$ cat src/rtl/rs_enc_6p.sv
// ---------------------------------------------------------------------------
// rs_enc_6p -- systematic Reed-Solomon encoder, RS(MSG_LEN+6, MSG_LEN), GF(2^8)
//
// Field polynomial x^8+x^4+x^3+x^2+1 (0x11D). Generator
//   g(x) = x^6 + 126x^5 + 4x^4 + 158x^3 + 28x^2 + 49x + 117
//
// Message symbols pass straight through (zero latency) while a 6-stage LFSR
// accumulates the remainder. Once the message ends, the 6 parity symbols are
// shifted out highest-order first.
//
// Optional feature (macro RS_ENC_SHORTEN_EN): when defined, din_last on an
// accepted message symbol ends the message early (shortened code). When it
// is undefined, din_last is ignored and each message is exactly MSG_LEN long.
//
// Ports
//   clk         in   clock, rising edge
//   rst_n       in   asynchronous active-low reset
//   din_valid   in   message symbol valid
//   din_ready   out  din accepted this cycle (mirrors dout_ready in DATA)
//   din[7:0]    in   message symbol
//   din_last    in   last message symbol (RS_ENC_SHORTEN_EN only)
//   dout_valid  out  output symbol valid
//   dout_ready  in   downstream accepts dout
//   dout[7:0]   out  codeword symbol
//   dout_par    out  dout is a parity symbol
//   dout_last   out  dout is the final symbol of the codeword
// ---------------------------------------------------------------------------

// Constant multiplier in GF(2^8)/0x11D: XOR of the input times x^i for every
// set bit i of COEF. Folds to a small XOR network per output bit.
module gf_mul_const #(
  parameter logic [7:0] COEF = 8'h01
) (
  input  logic [7:0] a,
  output logic [7:0] y
);
  logic [7:0] acc;
  logic [7:0] sh;

  always_comb begin
    acc = '0;
    sh  = a;
    for (int i = 0; i < 8; i++) begin
      if (COEF[i]) acc = acc ^ sh;
      sh = {sh[6:0], 1'b0} ^ (sh[7] ? 8'h1D : 8'h00);
    end
  end

  assign y = acc;
endmodule

module rs_enc_6p #(
  parameter int unsigned MSG_LEN = 249
) (
  input  logic       clk,
  input  logic       rst_n,
  input  logic       din_valid,
  output logic       din_ready,
  input  logic [7:0] din,
  input  logic       din_last,
  output logic       dout_valid,
  input  logic       dout_ready,
  output logic [7:0] dout,
  output logic       dout_par,
  output logic       dout_last
);
  localparam int          NPAR     = 6;
  localparam logic [7:0]  LAST_IDX = 8'(MSG_LEN - 1);
  localparam logic [7:0]  PAR_LAST = 8'(NPAR - 1);
  // Generator coefficients, index k = g_k (g6 = 1 is implicit)
  localparam logic [NPAR-1:0][7:0] GEN = {8'd126, 8'd4, 8'd158, 8'd28, 8'd49, 8'd117};

  typedef enum logic {ST_DATA, ST_PAR} state_e;

  state_e                  state_q, state_d;
  logic [NPAR-1:0][7:0]    p_q, p_d;     // p_q[5] is the highest-order parity
  logic [7:0]              cnt_q, cnt_d;
  logic [7:0]              fb;
  logic [NPAR-1:0][7:0]    gfb;          // g_k * fb
  logic                    msg_end;

  assign fb = din ^ p_q[NPAR-1];

  for (genvar k = 0; k < NPAR; k++) begin : g_tap
    gf_mul_const #(.COEF(GEN[k])) u_mul (
      .a (fb),
      .y (gfb[k])
    );
  end

`ifdef RS_ENC_SHORTEN_EN
  // din_last and the length limit landing together still give one PAR entry
  assign msg_end = (cnt_q == LAST_IDX) || din_last;
`else
  logic unused_din_last;
  assign unused_din_last = din_last;
  assign msg_end = (cnt_q == LAST_IDX);
`endif

  always_comb begin
    state_d    = state_q;
    p_d        = p_q;
    cnt_d      = cnt_q;
    din_ready  = 1'b0;
    dout_valid = 1'b0;
    dout       = din;
    dout_par   = 1'b0;
    dout_last  = 1'b0;

    unique case (state_q)
      ST_DATA: begin
        dout_valid = din_valid;
        din_ready  = dout_ready;
        if (din_valid && dout_ready) begin
          for (int k = 1; k < NPAR; k++) p_d[k] = p_q[k-1] ^ gfb[k];
          p_d[0] = gfb[0];
          cnt_d  = cnt_q + 8'd1;
          if (msg_end) begin
            state_d = ST_PAR;
            cnt_d   = '0;
          end
        end
      end

      ST_PAR: begin
        dout_valid = 1'b1;
        dout       = p_q[NPAR-1];
        dout_par   = 1'b1;
        dout_last  = (cnt_q == PAR_LAST);
        if (dout_ready) begin
          p_d   = {p_q[NPAR-2:0], 8'h00};
          cnt_d = cnt_q + 8'd1;
          if (cnt_q == PAR_LAST) begin
            // Shift has already zeroed p; clear explicitly for clarity
            state_d = ST_DATA;
            p_d     = '0;
            cnt_d   = '0;
          end
        end
      end

      default: state_d = ST_DATA;
    endcase
  end

  always_ff @(posedge clk or negedge rst_n) begin
    if (!rst_n) begin
      state_q <= ST_DATA;
      p_q     <= '0;
      cnt_q   <= '0;
    end else begin
      state_q <= state_d;
      p_q     <= p_d;
      cnt_q   <= cnt_d;
    end
  end

endmodule

$ cat config.mk
export PLATFORM = sky130hd
export DESIGN_NAME = rs_enc_6p
export DESIGN_NICKNAME = d
export VERILOG_FILES = /design/src/rtl/rs_enc_6p.sv
export SDC_FILE = /design/constraint.sdc
export NUM_CORES = 1
export LEC_CHECK = 0
export ABC_AREA = 0
export CORE_MARGIN = 1
export CORE_UTILIZATION = 59
export DETAILED_ROUTE_END_ITERATION = 12
export PLACE_DENSITY = 0.86
export SYNTH_ARGS = -nofsm -noshare
export SYNTH_HDL_FRONTEND = slang
export SYNTH_SLANG_ARGS = --single-unit
$ cat constraint.sdc
create_clock -name clk -period 2.7 [get_ports clk]
set_input_delay 0.27 -clock clk [delete_from_list [all_inputs] [get_ports clk]]
set_output_delay 0.27 -clock clk [all_outputs]
set_load 0.005 [all_outputs]
==> results.txt, run 1 <==
The run finished, with violations left. The final reports fail on design-rule violations. The tools report the cell area after synthesis as 0.00359 mm².

The final-report max-slew violation count was 0. The total overflow left after global routing is 0. On the final layout, the worst hold slack is 0.0577 ns.

The tools report the maximum achievable frequency as 384 MHz. Counting every sink on the clock net gives 57. The final net count was 418; the die width was 80.0 µm. The critical path runs through a total of 3 cells. The transition time of the tightest slew-check pin works out to 0.808 ns. In this run the critical register-to-register path is launched from p_q[41]$_DFFE_PN0P_. Synthesis produced a netlist whose cell count is 365. The tools report the number of global-route vias before repair as 2750. The min-delay analysis places its worst path in the category in2async. The die covers 0.00640 mm².

The total number of placement rows was 28. After synthesis, the largest family of logic cells by area is XOR/XNOR gates. The total of flip-flops plus latches after synthesis came out at 57. The global-route wire length before repair came out at 12700 µm. The vertical extent of the die was 80.0 µm. For the clock tree buffer depth, the log shows 2.

The number of buffers and inverters on the critical path was 1; the share of layout cells above drive strength 1 was 14.5%. On the critical path, the stage with the largest delay is an instance of sky130_fd_sc_hd__clkdlybuf4s50_1. The kind of start point of the critical path is a flip-flop. The tools report the number of nets produced by synthesis as 381.

The kind of cell adding the most delay to the critical path is simple AND/OR/NAND/NOR gates. STA puts the critical path data required time at 2.43 ns. The routed layout has 2638 vias.

The area share of the leading cell type in the synthesized netlist was 39.7%; the aggregate routed wire length was 7610 µm. The total number of H-tree levels was 3. In this run the clock root is driven by a sky130_fd_sc_hd__clkbuf_8.

Overall fraction of global-route tracks in use: 26.9%. During I/O placement, the number of pins put on the boundary was 25. Count of maximum capacitance violations: 0. The run gives 40 as the distinct cell type count after synthesis.

Summing the sequential cell areas from Yosys gives 39.7% of the chip area. Area inside the core boundary: 0.00589 mm². Across the routed clock network, the largest skew measured is 0.00633 ns. Measured in cells, the most critical reg-to-reg path has a length of 6.

Yosys printed 0 warnings. After routing, the total negative slack on setup checks comes to 0 ns. Critical path's largest stage delay: 0.58 ns.

The final critical path time including I/O delays and setup came out at 2.61 ns. The critical path capture point type was an output pin. In this run the tightest slew margin relative to its limit is 45.8%.

The most used flip-flop cell after synthesis was sky130_fd_sc_hd__dfrtp_1. The total non-filler cell area in the finished layout came out at 0.00422 mm². The first-pass detailed-route iteration total came out at 8. Worst flop-to-flop path endpoint: p_q[44]$_DFFE_PN0P_. Once the floorplan was initialized, standard cells occupied 61.0% of the core. Buffers placed on the I/O ports in this run total 23.

The post-synthesis share of cell area spent on and, or, nand and nor gates is 12.9%. Beginning of the critical path: cnt_q[4]$_DFFE_PN0P_. Final count of negative-setup-slack endpoints: 0. For the final weighted congestion in routability-driven placement, the log shows 0.827. The share of the synthesized netlist area taken by xor and xnor gates came out at 31.0%.

The run gives 2.34 ns as the worst endpoint data arrival time. For this design, the CTS-stage hold fixing added 0 buffers. The library cell with the largest summed area after synthesis was sky130_fd_sc_hd__dfrtp_1. After synthesis, the cell types taking the most area are sky130_fd_sc_hd__dfrtp_1, sky130_fd_sc_hd__xnor2_1, sky130_fd_sc_hd__nand2_1. The number of gates resized after CTS was 0. Using the TritonRoute via totals, the vias-per-cell ratio works out to 5.48. The share of the clock period used by the worst path after layout was 96.6%; the placement-stage worst setup slack was 0.0348 ns. Of all flip-flops after synthesis, the portion carrying an async set or reset was 100%. For this block, the initial DRC count from the detailed router was 171. In this run the top signal layer used is met4. The detail-routed net length per standard cell was 15.8 µm; the synthesized-area fraction occupied by ao, oa, aoi and oai cells was 9.58%.

The number of flops mapped to enable cells by yosys was 0. After filler insertion, the fill cell instance count of the layout stands at 398. The total half-perimeter wirelength after legalization and detailed placement came out at 5050 µm. Kind of critical path: reg2out.

The count of nets left with antenna violations once routing finished came out at 0. The tools report the post-route DRC violation count as 2. The logs give 0 for the initial antenna violation count and 0.35 ns for the slack of the worst reg-to-reg path. Setup repair after global routing left no endpoint under its margin.

The synthesis-to-layout area growth works out to 17.4%. The maximum fanout count along the critical path is 5. The detailed-route wire length on metal 1 was 3380 µm; the average footprint of a synthesized cell was 9.84 µm².

Traced cell by cell, the critical path runs through or4_1, nor4_1, clkdlybuf4s50_1. The tools report the met3 layer wire length in the routed design as 243 µm. The number of hold violations in the final report was 0. The number of clock buffers added by TritonCTS is 9.

Setup slack closes at 0.0931 ns. The detailed route wirelength on metal2 came out at 3810 µm. The post-CTS repair timing setup buffer count is 0.

After clock tree synthesis, the clock-pin slew on the worst setup and hold paths is 0.06 ns. Multiplexer cells account for 3.13% of the synthesized area. TritonCTS built the clock tree. Entering global routing, the biggest net connects 58 pins. The tools report the critical path endpoint as dout_last.

The adder and majority gate portion of the synthesized area works out to 1.04%. The later pin in the worst-skew pair is clocked with a latency of 0.35 ns. The logs give 0 for the number of antenna diodes and 0.00400 mm² for the post-detailed-placement cell area.
-- cell type report --
type                    instances  area, µm²  share of cell area (%)
clock inverters                 2       35.0                   0.831
well taps                      75       93.8                    2.23
multi-input cells             284       2070                    49.1
inverters                       8       30.0                   0.712
flip-flops and latches         57       1430                    33.8
repair buffers                 42        380                    9.02
clock buffers                  13        179                    4.24
-- worst min path at each step --
stage | from | to | depth (start not counted)
final | rst_n | p_q[37]$_DFFE_PN0P_ | 2
after global routing | rst_n | p_q[39]$_DFFE_PN0P_ | 2
after CTS | rst_n | p_q[37]$_DFFE_PN0P_ | 2
after detailed placement | rst_n | p_q[37]$_DFFE_PN0P_ | 2
after global placement | rst_n | p_q[45]$_DFFE_PN0P_ | 2
after floorplan | rst_n | cnt_q[0]$_DFFE_PN0P_ | 0
-- synth_stat cells, types with 4 or more instances --
library cell,instances
sky130_fd_sc_hd__o21ai_1,4
sky130_fd_sc_hd__nand2_1,49
sky130_fd_sc_hd__nor2_1,43
sky130_fd_sc_hd__o21ai_0,35
sky130_fd_sc_hd__xnor2_1,66
sky130_fd_sc_hd__o31ai_1,4
sky130_fd_sc_hd__xor2_1,13
sky130_fd_sc_hd__mux2_2,10
sky130_fd_sc_hd__xnor2_2,7
sky130_fd_sc_hd__a21oi_1,5
sky130_fd_sc_hd__dfrtp_1,57
sky130_fd_sc_hd__clkbuf_1,12
sky130_fd_sc_hd__o22ai_1,6
sky130_fd_sc_hd__inv_1,8
sky130_fd_sc_hd__xnor3_1,5
-- through the flow --
step | utilization (%) | instances
floorplan | - | 365
global placement | 68.0 | 466
detailed placement | 68.0 | 466
CTS | 71.6 | 481
global route | 71.6 | 481
finish | 71.6 | 481
-- layout by cell type (no fill, tap or decap), types with 6 or more instances in the layout --
| cell | netlist | layout |
|---|---|---|
| sky130_fd_sc_hd__clkbuf_8 | 0 | 13 |
| sky130_fd_sc_hd__o22ai_1 | 6 | 6 |
| sky130_fd_sc_hd__buf_4 | 0 | 18 |
| sky130_fd_sc_hd__mux2_2 | 10 | 10 |
| sky130_fd_sc_hd__o21ai_0 | 35 | 35 |
| sky130_fd_sc_hd__xor2_1 | 13 | 13 |
| sky130_fd_sc_hd__xnor2_1 | 66 | 66 |
| sky130_fd_sc_hd__xnor2_2 | 7 | 7 |
| sky130_fd_sc_hd__nor2_1 | 43 | 43 |
| sky130_fd_sc_hd__clkdlybuf4s50_1 | 0 | 22 |
| sky130_fd_sc_hd__dfrtp_1 | 57 | 57 |
| sky130_fd_sc_hd__nand2_1 | 49 | 49 |
| sky130_fd_sc_hd__inv_1 | 8 | 8 |
-- registers in the layout, summed over array words and instances, names as in the netlist --
name     flops
cnt_q        8
state_q      1
p_q         48
-- kinds of logic after synthesis --
| logic type | count (synthesis) |
|---|---|
| flip-flops | 57 |
| buffers and inverters | 24 |
| AO/OA/AOI/OAI | 61 |
| adder cells (fa/ha/maj) | 3 |
| XOR/XNOR | 99 |
| AND/OR/NAND/NOR | 111 |
| multiplexers | 10 |
-- per-layer routing --
metal / vias to the layer above / track usage [%]
met1: 1290 / 33.0
li1: 1280 / -
met4: 0 / 12.5
met5: - / 0
met3: 19 / 6.97
met2: 49 / 44.4
Power of run 1 is not shown: default switching activity piles up to over one toggle a cycle in this logic, so the estimate is an artifact.
==> run 2: changes to the inputs <==
SKIP_CTS_REPAIR_TIMING = 1   (was unset)
==> results of run 2 <==
Final layout, timing and power as in run 1 (identical DEF).
Power of run 2 is left out for the same reason.
==> run 3: changes to the inputs <==
CAP_MARGIN = 20   (was unset)
==> results of run 3 <==
Final layout, timing and power as in run 1 (identical DEF).
Power of run 3 is left out for the same reason.
==> RTL change: new RTL, flow settings as in run 3 <==
Build with the macro `RS_ENC_SHORTEN_EN` defined.
--- a/src/rtl/rs_enc_6p.sv
+++ b/src/rtl/rs_enc_6p.sv
@@ -28,6 +28,8 @@
 
 // Constant multiplier in GF(2^8)/0x11D: XOR of the input times x^i for every
 // set bit i of COEF. Folds to a small XOR network per output bit.
+`define RS_ENC_SHORTEN_EN
+
 module gf_mul_const #(
   parameter logic [7:0] COEF = 8'h01
 ) (
Function: changed (Yosys sat finds a counterexample within 4 cycles, from zero or initial values and one cycle with rst_n low).
==> RTL change against run 3 <==
Area after synthesis is 2.6% higher; routed wire length is 18% higher; synthesized cell count is 7.4% higher; final area is 4.8% higher; sequential cell count stayed put; setup slack worse by 0.040 ns; via count is 14% higher; non-clock buffer count is 5 higher; first-iteration DRC count is 63% higher; hold slack better by 0.32 ns; critical path type unchanged; critical endpoint unchanged; largest cell class unchanged; highest routed layer unchanged.
==> RTL change: results (changes against run 3) <==
drive_gt1_share_pct: 14.4  # was 14.5%
root_buffer: "clkbuf_8"  # unchanged
synth_area_leaders: "dfrtp_1, xnor2_1, o21ai_0"  # was dfrtp_1, xnor2_1, nand2_1
n_antenna_cell: 0  # unchanged
reg2reg_depth: 6  # unchanged
outcome: "finished, final reports clean"  # was finished, violations left
gp_congestion: 0.888  # was 0.827
slew_headroom_pct: 42.4  # was 45.8%
post-dp-hpwl_um: 6110  # was 5050 um
synth-compound-area-share_pct: 13.0  # was 9.58%
grt_usage_pct: 29.1  # was 26.9%
regToRegStartpoint: "p_q[42]$_DFFE_PN0P_"  # was p_q[41]$_DFFE_PN0P_
seq_area_frac_synth_pct: 38.7  # was 39.7%
via_per_inst: 5.87  # was 5.48
final_nets: 448  # was 418
critPathMaxFanout: 6  # was 5
clk_path_buf_depth: 2  # unchanged
antenna_found_initial: 0  # unchanged
ys_async_sr_fraction_pct: 100  # unchanged
grt_max_degree: 57  # was 58
insertion_delay_ns: 0.35  # about the same
syn-num-nets: 408  # was 381
irDropWorstVdd_v: 0.00100
reg2reg_slack_ns: 0.31  # was 0.35 ns
synthTopCellsByCount: "xnor2_1, dfrtp_1, nor2_1"  # was xnor2_1, dfrtp_1, nand2_1
p_leak_nw: 1.86
synth_mux_area_share_pct: 2.44  # was 3.13%
grt_first_pass_wirelength_um: 14100  # was 12,700 um
cp.arrival_ns: 2.38  # was 2.34 ns
first_pass_iters: 5  # was 8
synth_edf_count: 0  # unchanged
wire_per_inst_um: 17.5  # was 15.8 um
synth-main-ff-cell: "dfrtp_1"  # unchanged
worstReg2RegEnd: "p_q[7]$_DFFE_PN0P_"  # was p_q[44]$_DFFE_PN0P_
worstHoldPathType: "input port to asynchronous set/reset pin"  # unchanged
synthAdderAreaFrac_pct: 1.02  # was 1.04%
preCtsSetupSlack_ns: 0.0675  # was 0.0348 ns
nFillCells: 378  # was 398
synthXorXnorAreaFrac_pct: 28.0  # was 31.0%
drt-initial-drc-count: 278  # was 171
synth_cell_types: 45  # was 40
skew_ns: 0.00846  # was 0.00633 ns
yosysWarnings: 0  # unchanged
reg.largest.list: "p_q x48, cnt_q x8, state_q x1"  # unchanged
port_buffers: 24  # was 23
cts_inserted_buffers: 9  # unchanged
clk_pin_slew_ns: 0.07
grt_pass1_vias: 2945  # was 2,750
ctsHtreeMaxLevel: 3  # unchanged
==> RTL change: cells by family after synthesis <==
logic type	after synthesis
adder cells (fa/ha/maj)	3
multiplexers	8
XOR/XNOR	95
AO/OA/AOI/OAI	79
AND/OR/NAND/NOR	120
buffers and inverters	30
flip-flops	57
==> RTL change: how the worst max path moves through the flow <==
stage	start	to	slack [ns]	depth (start not counted)
6_report	cnt_q[4]$_DFFE_PN0P_	dout_last	0.05	5
3_3_place_gp	din[5]	p_q[45]$_DFFE_PN0P_	0.15	7
3_5_place_dp	din[5]	p_q[45]$_DFFE_PN0P_	0.07	7
2_1_floorplan	p_q[47]$_DFFE_PN0P_	p_q[46]$_DFFE_PN0P_	0.51	6
5_1_grt	cnt_q[4]$_DFFE_PN0P_	dout_last	-0.06	5
4_1_cts	cnt_q[4]$_DFFE_PN0P_	dout_last	0.02	5
==> RTL change: layout make-up <==
| type | count | area share, % |
|---|---|---|
| Multi-Input combinational cell | 305 | 48.7 |
| Sequential cell | 57 | 32.3 |
| Timing Repair Buffer | 47 | 9.57 |
| Clock buffer | 11 | 3.43 |
| Clock inverter | 5 | 2.83 |
| Tap cell | 75 | 2.12 |
| Inverter | 12 | 1.02 |
==> RTL change: report_power, final <==
group,leakage (nW),internal [mW],switching [mW]
registers,0.750,1.13,0.272
clock network,0.140,0.755,0.359
logic,0.972,2.10,2.01
==> RTL change: routing by layer <==
layer,vias up,track usage [%],routed length (um)
li1,1396,-,-
met1,1467,36.7,3760
met2,128,48.5,4450
met3,14,6.74,606
met4,0,11.1,139
met5,-,0,0
==> RTL change: stage by stage <==
stage	util (%)	cell area, um^2	hold WS, ns	cells
floorplan	-	3690	-0.0256	392
global placement	68.9	4130	0.204	495
detailed placement	68.9	4130	0.204	495
CTS	73.5	4400	-0.161	511
global route	73.7	4420	0.415	512
finish	73.7	4420	0.376	512
==> RTL change: critical path, cell delays in order, from the launching register on <==
cell             delay (ns)
dfrtp_1                0.43
or4_1                  0.57
nor3_2                 0.29
nand2_1                0.15
inv_1                  0.09
clkdlybuf4s50_1        0.51
